File: src/rtl/muldiv_pkg.sv
// Shared definitions for the multi-cycle multiply/divide unit: the op
// encoding seen on the request bus, the controller state type and a small
// decode helper.
package muldiv_pkg;

    localparam logic [2:0] OP_MULT  = 3'b000;
    localparam logic [2:0] OP_MULTU = 3'b001;
    localparam logic [2:0] OP_DIV   = 3'b010;
    localparam logic [2:0] OP_DIVU  = 3'b011;
    localparam logic [2:0] OP_MTHI  = 3'b100;
    localparam logic [2:0] OP_MTLO  = 3'b101;

    typedef enum logic [2:0] {
        ST_IDLE,
        ST_PREP,
        ST_ITER,
        ST_FIX,
        ST_DONE
    } state_e;

    // Arithmetic ops (MULT/MULTU/DIV/DIVU) all have a zero top bit.
    function automatic logic isArith(input logic [2:0] op);
        return (op[2] == 1'b0);
    endfunction

endpackage

File: src/rtl/muldiv_if.sv
// Request/response bus between the issuing stage and the mul/div unit.
// The issuer is the master; the mul/div unit is the slave.
interface muldiv_if #(
    parameter int WIDTH = 32
);
    logic             start;
    logic [2:0]       op;
    logic [WIDTH-1:0] a;
    logic [WIDTH-1:0] b;
    logic             busy;
    logic             done;
    logic [WIDTH-1:0] hi;
    logic [WIDTH-1:0] lo;
    logic             div_zero;

    modport master (
        output start, op, a, b,
        input  busy, done, hi, lo, div_zero
    );

    modport slave (
        input  start, op, a, b,
        output busy, done, hi, lo, div_zero
    );
endinterface

File: src/rtl/muldiv_datapath.sv
// Arithmetic core of the mul/div unit: operand capture, magnitude
// preparation, one shift-add or restoring-subtract step per cycle, and the
// final sign fix-up presented combinationally to the controller.
module muldiv_datapath
    import muldiv_pkg::*;
#(
    parameter int WIDTH = 32
) (
    input  logic             clk,
    input  logic             rst_n,
    input  logic             capture_i,
    input  logic             prep_i,
    input  logic             step_i,
    input  logic             isDiv_i,
    input  logic             isSigned_i,
    input  logic [WIDTH-1:0] a_i,
    input  logic [WIDTH-1:0] b_i,
    output logic             divZero_o,
    output logic [WIDTH-1:0] resHi_o,
    output logic [WIDTH-1:0] resLo_o
);

    logic [WIDTH-1:0]   aRaw_q;
    logic [WIDTH-1:0]   bRaw_q;
    logic [WIDTH-1:0]   opnd_q;
    logic [2*WIDTH-1:0] acc_q;
    logic [WIDTH:0]     rem_q;
    logic               resNeg_q;
    logic               remNeg_q;

    logic               aNeg;
    logic               bNeg;
    logic [WIDTH-1:0]   aMag;
    logic [WIDTH-1:0]   bMag;
    logic [WIDTH:0]     mulSum;
    logic [2*WIDTH-1:0] accMul_d;
    logic [WIDTH+1:0]   remShift;
    logic [WIDTH+1:0]   remDiff;
    logic               divFits;
    logic [WIDTH:0]     rem_d;
    logic [WIDTH-1:0]   quo_d;
    logic [2*WIDTH-1:0] prodNeg;

    // Operand magnitudes and one iteration step for both multiply and divide.
    always_comb begin
        aNeg     = isSigned_i & aRaw_q[WIDTH-1];
        bNeg     = isSigned_i & bRaw_q[WIDTH-1];
        aMag     = aNeg ? -aRaw_q : aRaw_q;
        bMag     = bNeg ? -bRaw_q : bRaw_q;

        mulSum   = {1'b0, acc_q[2*WIDTH-1:WIDTH]} +
                   (acc_q[0] ? {1'b0, opnd_q} : {(WIDTH+1){1'b0}});
        accMul_d = {mulSum, acc_q[WIDTH-1:1]};

        remShift = {rem_q, acc_q[WIDTH-1]};
        remDiff  = remShift - {2'b00, opnd_q};
        divFits  = ~remDiff[WIDTH+1];
        rem_d    = divFits ? remDiff[WIDTH:0] : remShift[WIDTH:0];
        quo_d    = {acc_q[WIDTH-2:0], divFits};
    end

    // Sign fix-up and divide-by-zero substitution of the final result.
    always_comb begin
        divZero_o = isDiv_i && (bRaw_q == '0);
        prodNeg   = -acc_q;
        resHi_o   = acc_q[2*WIDTH-1:WIDTH];
        resLo_o   = acc_q[WIDTH-1:0];
        if (isDiv_i) begin
            if (divZero_o) begin
                resHi_o = aRaw_q;
                resLo_o = '1;
            end else begin
                resLo_o = resNeg_q ? -acc_q[WIDTH-1:0] : acc_q[WIDTH-1:0];
                resHi_o = remNeg_q ? -rem_q[WIDTH-1:0] : rem_q[WIDTH-1:0];
            end
        end else if (resNeg_q) begin
            resHi_o = prodNeg[2*WIDTH-1:WIDTH];
            resLo_o = prodNeg[WIDTH-1:0];
        end
    end

    // Operand capture, accumulator load in PREP and per-cycle iteration.
    always_ff @(posedge clk or negedge rst_n) begin
        if (!rst_n) begin
            aRaw_q   <= '0;
            bRaw_q   <= '0;
            opnd_q   <= '0;
            acc_q    <= '0;
            rem_q    <= '0;
            resNeg_q <= 1'b0;
            remNeg_q <= 1'b0;
        end else begin
            if (capture_i) begin
                aRaw_q <= a_i;
                bRaw_q <= b_i;
            end
            if (prep_i) begin
                resNeg_q <= aNeg ^ bNeg;
                remNeg_q <= aNeg;
                rem_q    <= '0;
                if (isDiv_i) begin
                    opnd_q <= bMag;
                    acc_q  <= {{WIDTH{1'b0}}, aMag};
                end else begin
                    opnd_q <= aMag;
                    acc_q  <= {{WIDTH{1'b0}}, bMag};
                end
            end
            if (step_i) begin
                if (isDiv_i) begin
                    rem_q            <= rem_d;
                    acc_q[WIDTH-1:0] <= quo_d;
                end else begin
                    acc_q <= accMul_d;
                end
            end
        end
    end

endmodule

File: src/rtl/muldiv_unit.sv
// Multi-cycle multiply/divide unit with architectural HI/LO registers.
// Holds the controller FSM, iteration counter, handshake outputs and HI/LO;
// the arithmetic lives in muldiv_datapath.
module muldiv_unit
    import muldiv_pkg::*;
#(
    parameter int WIDTH = 32
) (
    input  logic     clk,
    input  logic     rst_n,
    muldiv_if.slave  bus
);

    localparam int CNT_W = $clog2(WIDTH) + 1;

    state_e           state_q;
    logic [1:0]       opReg_q;
    logic [CNT_W-1:0] count_q;
    logic             busy_q;
    logic             done_q;
    logic             divZero_q;
    logic [WIDTH-1:0] hi_q;
    logic [WIDTH-1:0] lo_q;

    logic             dpCapture;
    logic             dpPrep;
    logic             dpStep;
    logic             dpIsDiv;
    logic             dpIsSigned;
    logic             dpDivZero;
    logic [WIDTH-1:0] dpResHi;
    logic [WIDTH-1:0] dpResLo;

    assign dpCapture  = (state_q == ST_IDLE) && bus.start && isArith(bus.op);
    assign dpPrep     = (state_q == ST_PREP);
    assign dpStep     = (state_q == ST_ITER);
    assign dpIsDiv    = opReg_q[1];
    assign dpIsSigned = ~opReg_q[0];

    muldiv_datapath #(
        .WIDTH(WIDTH)
    ) u_datapath (
        .clk        (clk),
        .rst_n      (rst_n),
        .capture_i  (dpCapture),
        .prep_i     (dpPrep),
        .step_i     (dpStep),
        .isDiv_i    (dpIsDiv),
        .isSigned_i (dpIsSigned),
        .a_i        (bus.a),
        .b_i        (bus.b),
        .divZero_o  (dpDivZero),
        .resHi_o    (dpResHi),
        .resLo_o    (dpResLo)
    );

    // Controller FSM with registered busy/done/HI/LO/div_zero. A divide by
    // zero jumps straight to FIX but FIX keeps draining the counter, so the
    // latency matches a normal operation exactly.
    always_ff @(posedge clk or negedge rst_n) begin
        if (!rst_n) begin
            state_q   <= ST_IDLE;
            opReg_q   <= '0;
            count_q   <= '0;
            busy_q    <= 1'b0;
            done_q    <= 1'b0;
            divZero_q <= 1'b0;
            hi_q      <= '0;
            lo_q      <= '0;
        end else begin
            case (state_q)
                ST_IDLE: begin
                    if (bus.start) begin
                        if (isArith(bus.op)) begin
                            opReg_q   <= bus.op[1:0];
                            busy_q    <= 1'b1;
                            divZero_q <= 1'b0;
                            state_q   <= ST_PREP;
                        end else if (bus.op == OP_MTHI) begin
                            hi_q <= bus.a;
                        end else if (bus.op == OP_MTLO) begin
                            lo_q <= bus.a;
                        end
                    end
                end
                ST_PREP: begin
                    count_q <= CNT_W'(WIDTH);
                    state_q <= (dpIsDiv && dpDivZero) ? ST_FIX : ST_ITER;
                end
                ST_ITER: begin
                    count_q <= count_q - CNT_W'(1);
                    if (count_q == CNT_W'(1)) begin
                        state_q <= ST_FIX;
                    end
                end
                ST_FIX: begin
                    if (count_q != '0) begin
                        count_q <= count_q - CNT_W'(1);
                    end else begin
                        hi_q      <= dpResHi;
                        lo_q      <= dpResLo;
                        divZero_q <= dpDivZero;
                        done_q    <= 1'b1;
                        busy_q    <= 1'b0;
                        state_q   <= ST_DONE;
                    end
                end
                ST_DONE: begin
                    done_q  <= 1'b0;
                    state_q <= ST_IDLE;
                end
                default: begin
                    state_q <= ST_IDLE;
                end
            endcase
        end
    end

    assign bus.busy     = busy_q;
    assign bus.done     = done_q;
    assign bus.hi       = hi_q;
    assign bus.lo       = lo_q;
    assign bus.div_zero = divZero_q;

endmodule
File: src/flat_wrapper.sv
// flat-port wrapper written by rule: the top's interface ports become plain ports
module muldiv_unit_flat import muldiv_pkg::*;
#(
    parameter int WIDTH = 32
)
  (clk, rst_n, bus_start, bus_op, bus_a, bus_b, bus_busy, bus_done, bus_hi, bus_lo, bus_div_zero);
  muldiv_if #(.WIDTH(WIDTH)) bus_i ();
  input  logic clk;
  input  logic rst_n;
  input wire logic [$bits(bus_i.start)-1:0] bus_start;
  input wire logic [$bits(bus_i.op)-1:0] bus_op;
  input wire logic [$bits(bus_i.a)-1:0] bus_a;
  input wire logic [$bits(bus_i.b)-1:0] bus_b;
  output wire logic [$bits(bus_i.busy)-1:0] bus_busy;
  output wire logic [$bits(bus_i.done)-1:0] bus_done;
  output wire logic [$bits(bus_i.hi)-1:0] bus_hi;
  output wire logic [$bits(bus_i.lo)-1:0] bus_lo;
  output wire logic [$bits(bus_i.div_zero)-1:0] bus_div_zero;
  assign bus_i.start = bus_start;
  assign bus_i.op = bus_op;
  assign bus_i.a = bus_a;
  assign bus_i.b = bus_b;
  assign bus_busy = bus_i.busy;
  assign bus_done = bus_i.done;
  assign bus_hi = bus_i.hi;
  assign bus_lo = bus_i.lo;
  assign bus_div_zero = bus_i.div_zero;
  muldiv_unit #(.WIDTH(WIDTH)) u_core (.clk(clk), .rst_n(rst_n), .bus(bus_i));
endmodule
File: config.mk
export PLATFORM = sky130hd
export DESIGN_NAME = muldiv_unit_flat
export DESIGN_NICKNAME = d
export VERILOG_FILES = /design/src/rtl/muldiv_pkg.sv /design/src/rtl/muldiv_if.sv /design/src/rtl/muldiv_datapath.sv /design/src/rtl/muldiv_unit.sv /design/src/flat_wrapper.sv
export SDC_FILE = /design/constraint.sdc
export NUM_CORES = 1
export LEC_CHECK = 0
export BUFFER_PORTS_ARGS = -buffer_cell sky130_fd_sc_hd__buf_2
export CAP_MARGIN = 20
export CORE_MARGIN = 2
export CORE_UTILIZATION = 56
export DETAILED_ROUTE_END_ITERATION = 12
export PLACE_DENSITY_LB_ADDON = 0.12
export SLEW_MARGIN = 20
export SYNTH_ARGS = -nofsm -noshare
export SYNTH_HDL_FRONTEND = slang
export SYNTH_SLANG_ARGS = --single-unit
export TNS_END_PERCENT = 20
File: constraint.sdc
create_clock -name clk -period 3.3 [get_ports clk]
set_input_delay 0.33 -clock clk [delete_from_list [all_inputs] [get_ports clk]]
set_output_delay 0.33 -clock clk [all_outputs]
set_load 0.01 [all_outputs]
==> impl_metrics.json <==
{
  "clock-root-buffer": "clkbuf_16",
  "synth.avg_cell_area_sq_um": 8.51,
  "drt-total-wl_mm": 70.9,
  "cts_inserted_buffers": 34,
  "post_cts_buffers": 0,
  "drive_above_1_share_pct": 16.7,
  "grt_pass1_vias": 17673,
  "grt_max_degree": 136,
  "port_buffers": 136,
  "fmax_mhz": 307,
  "synth.distinct_cells": 83,
  "ys_seq_area_share_pct": 34.8,
  "fill_cells": 3028,
  "end_kind": "flip-flop",
  "relSlewSlack_pct": 39.9,
  "period_share_pct": 98.7,
  "grt_first_pass_wirelength_mm": 107,
  "clk_latency_ns": 0.53,
  "cts_tree": "built",
  "clock_sinks": 273,
  "cp_top_family": "simple AND/OR/NAND/NOR gates",
  "required_ns": 3.67,
  "path_max_fanout": 6,
  "syn_area_sq_um": 19700,
  "antenna_found_initial": 0,
  "grt.busiest_layer": "met2",
  "coreArea_sq_um": 34500,
  "synth_nets": 2454,
  "use_met3_pct": 6.48,
  "ys_warn_count": 0,
  "routedWlPerCell_microns": 24.4,
  "critPathKind": "reg2reg",
  "cp_slowest_cell": "or4_1",
  "hp-start": "bus_b[12]",
  "dp_hpwl_mm": 54.5,
  "cap_violations": 0,
  "grt_use_met1_pct": 55.4,
  "die_w_microns": 191,
  "drv_slew": 0,
  "cp-startpoint": "u_core.u_datapath.aRaw_q[3]$_DFFE_PN0P_",
  "ys_seq_elements": 273,
  "startpoint_type": "flip-flop",
  "antenna_cells": 0,
  "globalRouteOverflowTotal": 0,
  "final_common_cell": "dfrtp_1",
  "utilization_pct": 64.9,
  "drtIter0Drc": 2291,
  "die-area_sq_um": 36600,
  "clockBufferDepth": 3,
  "grt_util_met2_pct": 58.3,
  "p_per_area_nw_per_um2": 1190,
  "vias": 19203,
  "leakage_nw": 9.84,
  "tns_ns": 0,
  "skew_ns": 0.0216,
  "syn_inst": 2311,
  "ir_drop_mv": 0.847,
  "crit_buf_inv": 0,
  "reg2reg_from": "u_core.u_datapath.aRaw_q[3]$_DFFE_PN0P_",
  "ant_nets": 0,
  "setup_viol": 0,
  "final_cell_mix": "dfrtp_1, nand2_1, o21ai_0",
  "areaGrowthSynthToFinish_pct": 14.0,
  "path_cells": "or4_1 > nor3_2 > and4b_1 > nor4b_1 > o21ai_0 > o31ai_1",
  "cp.arrival_ns": 3.62,
  "post-route-drc-count": 0,
  "synth_edf_count": 0,
  "start_util_pct": 56.9,
  "ys_async_sr_fraction_pct": 100,
  "status": "finished clean",
  "drt-pass1-iter-count": 6,
  "hold_class": "in2reg",
  "hold_violations": 0,
  "routabilityCongestion": 1.03,
  "synth_ff_type": "dfrtp_1",
  "fin_hold_ws_ns": 0.0323,
  "vias_per_cell": 6.61,
  "io_pins": 137,
  "rsz0062_at_grt": "no",
  "fin_nets": 2569,
  "grt_usage_pct": 38.6,
  "cpPeakStageDelay_ns": 0.66,
  "clk_pin_slew_ns": 0.06,
  "period_minus_slack_ns": 3.26,
  "die_h_microns": 191,
  "cts_max_level": 2,
  "worst_pin_slew_ns": 0.900,
  "rows": 68,
  "reg2reg_slack_ns": 0.04
}
[per-layer routing]
layer  wire, microns  vias up
met1           29800     9348
met3            7180      154
met5               0        -
li1                -     8679
met2           31100     1022
met4            2780        0
[logic make-up after synthesis]
group | Yosys count | share of synthesized area, %
XOR/XNOR | 204 | 9.09
adder cells (fa/ha/maj) | 73 | 4.72
AND/OR/NAND/NOR | 711 | 17.9
flip-flops | 273 | 34.8
AO/OA/AOI/OAI | 701 | 22.8
multiplexers | 115 | 6.28
buffers and inverters | 234 | 4.53
[synthesized netlist by cell type (17+ instances only)]
library cell | n | area [sq um]
dfrtp_1 | 273 | 6830
nand2_1 | 217 | 815
o21ai_0 | 190 | 951
nor2_1 | 157 | 589
a21oi_1 | 149 | 746
clkbuf_1 | 140 | 526
xnor2_1 | 112 | 981
nand3_1 | 105 | 526
xor2_1 | 92 | 806
inv_1 | 73 | 274
ha_1 | 71 | 888
mux2_2 | 66 | 743
mux2i_1 | 49 | 490
o21ai_1 | 49 | 245
nor3_1 | 42 | 210
o221ai_1 | 37 | 324
o31ai_1 | 35 | 263
or3_1 | 33 | 206
o211ai_1 | 32 | 240
o22ai_1 | 32 | 200
a31oi_1 | 29 | 181
a21o_1 | 26 | 195
or4_1 | 25 | 188
nand2b_1 | 20 | 125
o311ai_0 | 19 | 166
and3_1 | 17 | 106
[where the power goes]
group / switching (W) / leakage, nW / internal [W]
sequential: 0.00183 / 3.46 / 0.00475
clock: 0.00150 / 0.562 / 0.00242
combinational: 0.0101 / 5.82 / 0.00609
[through the flow]
stage                     cells  total power [W]  cell area, sq um  setup slack [ns]
after global routing       2903           0.0283             22400           0.00205
after global placement     2844           0.0219             21200            0.0113
after CTS                  2903           0.0262             22400            0.0406
after floorplan            2311           0.0166             19700             0.170
final                      2903           0.0266             22400            0.0443
after detailed placement   2844           0.0222             21200            0.0131
[sequential cells by signal, summed over array words and instances (netlist names), 2 cells and up]
register	flops
u_core.u_datapath.rem_q	33
u_core.opReg_q	2
u_core.state_q	3
u_core.u_datapath.opnd_q	32
u_core.bus.lo	32
u_core.bus.hi	32
u_core.u_datapath.acc_q	64
u_core.count_q	6
u_core.u_datapath.bRaw_q	32
u_core.u_datapath.aRaw_q	32
[final cells by class]
| cell class | instances | area [sq um] | area share, % |
|---|---|---|---|
| flip-flops and latches | 273 | 6840 | 30.5 |
| clock buffers | 52 | 1050 | 4.69 |
| well taps | 455 | 569 | 2.54 |
| multi-input cells | 1804 | 12000 | 53.7 |
| repair buffers | 239 | 1540 | 6.88 |
| inverters | 74 | 278 | 1.24 |
| clock inverters | 6 | 110 | 0.491 |
[worst paths after layout]
kind	endpoint	cells past startpoint
max in group asynchronous	u_core.u_datapath.rem_q[20]$_DFF_PN0_	3
worst min-delay path	u_core.u_datapath.bRaw_q[12]$_DFFE_PN0P_	2
worst max-delay path	u_core.u_datapath.acc_q[31]$_DFFE_PN0P_	6
worst max register to register	u_core.u_datapath.acc_q[31]$_DFFE_PN0P_	6
worst min register to register	u_core.bus.lo[4]$_DFFE_PN0P_	2
min in group asynchronous	u_core.bus.done$_DFFE_PN0P_	2
[what timing repair did]
action / 4_1_cts / 5_1_grt
endpoints found under the setup margin: 1 / 25
gates resized for setup: 1 / 11
endpoints found under the hold margin: 77 / 0
hold buffers: 1 / 0
No activity file was read; power rests on OpenSTA's default activity.
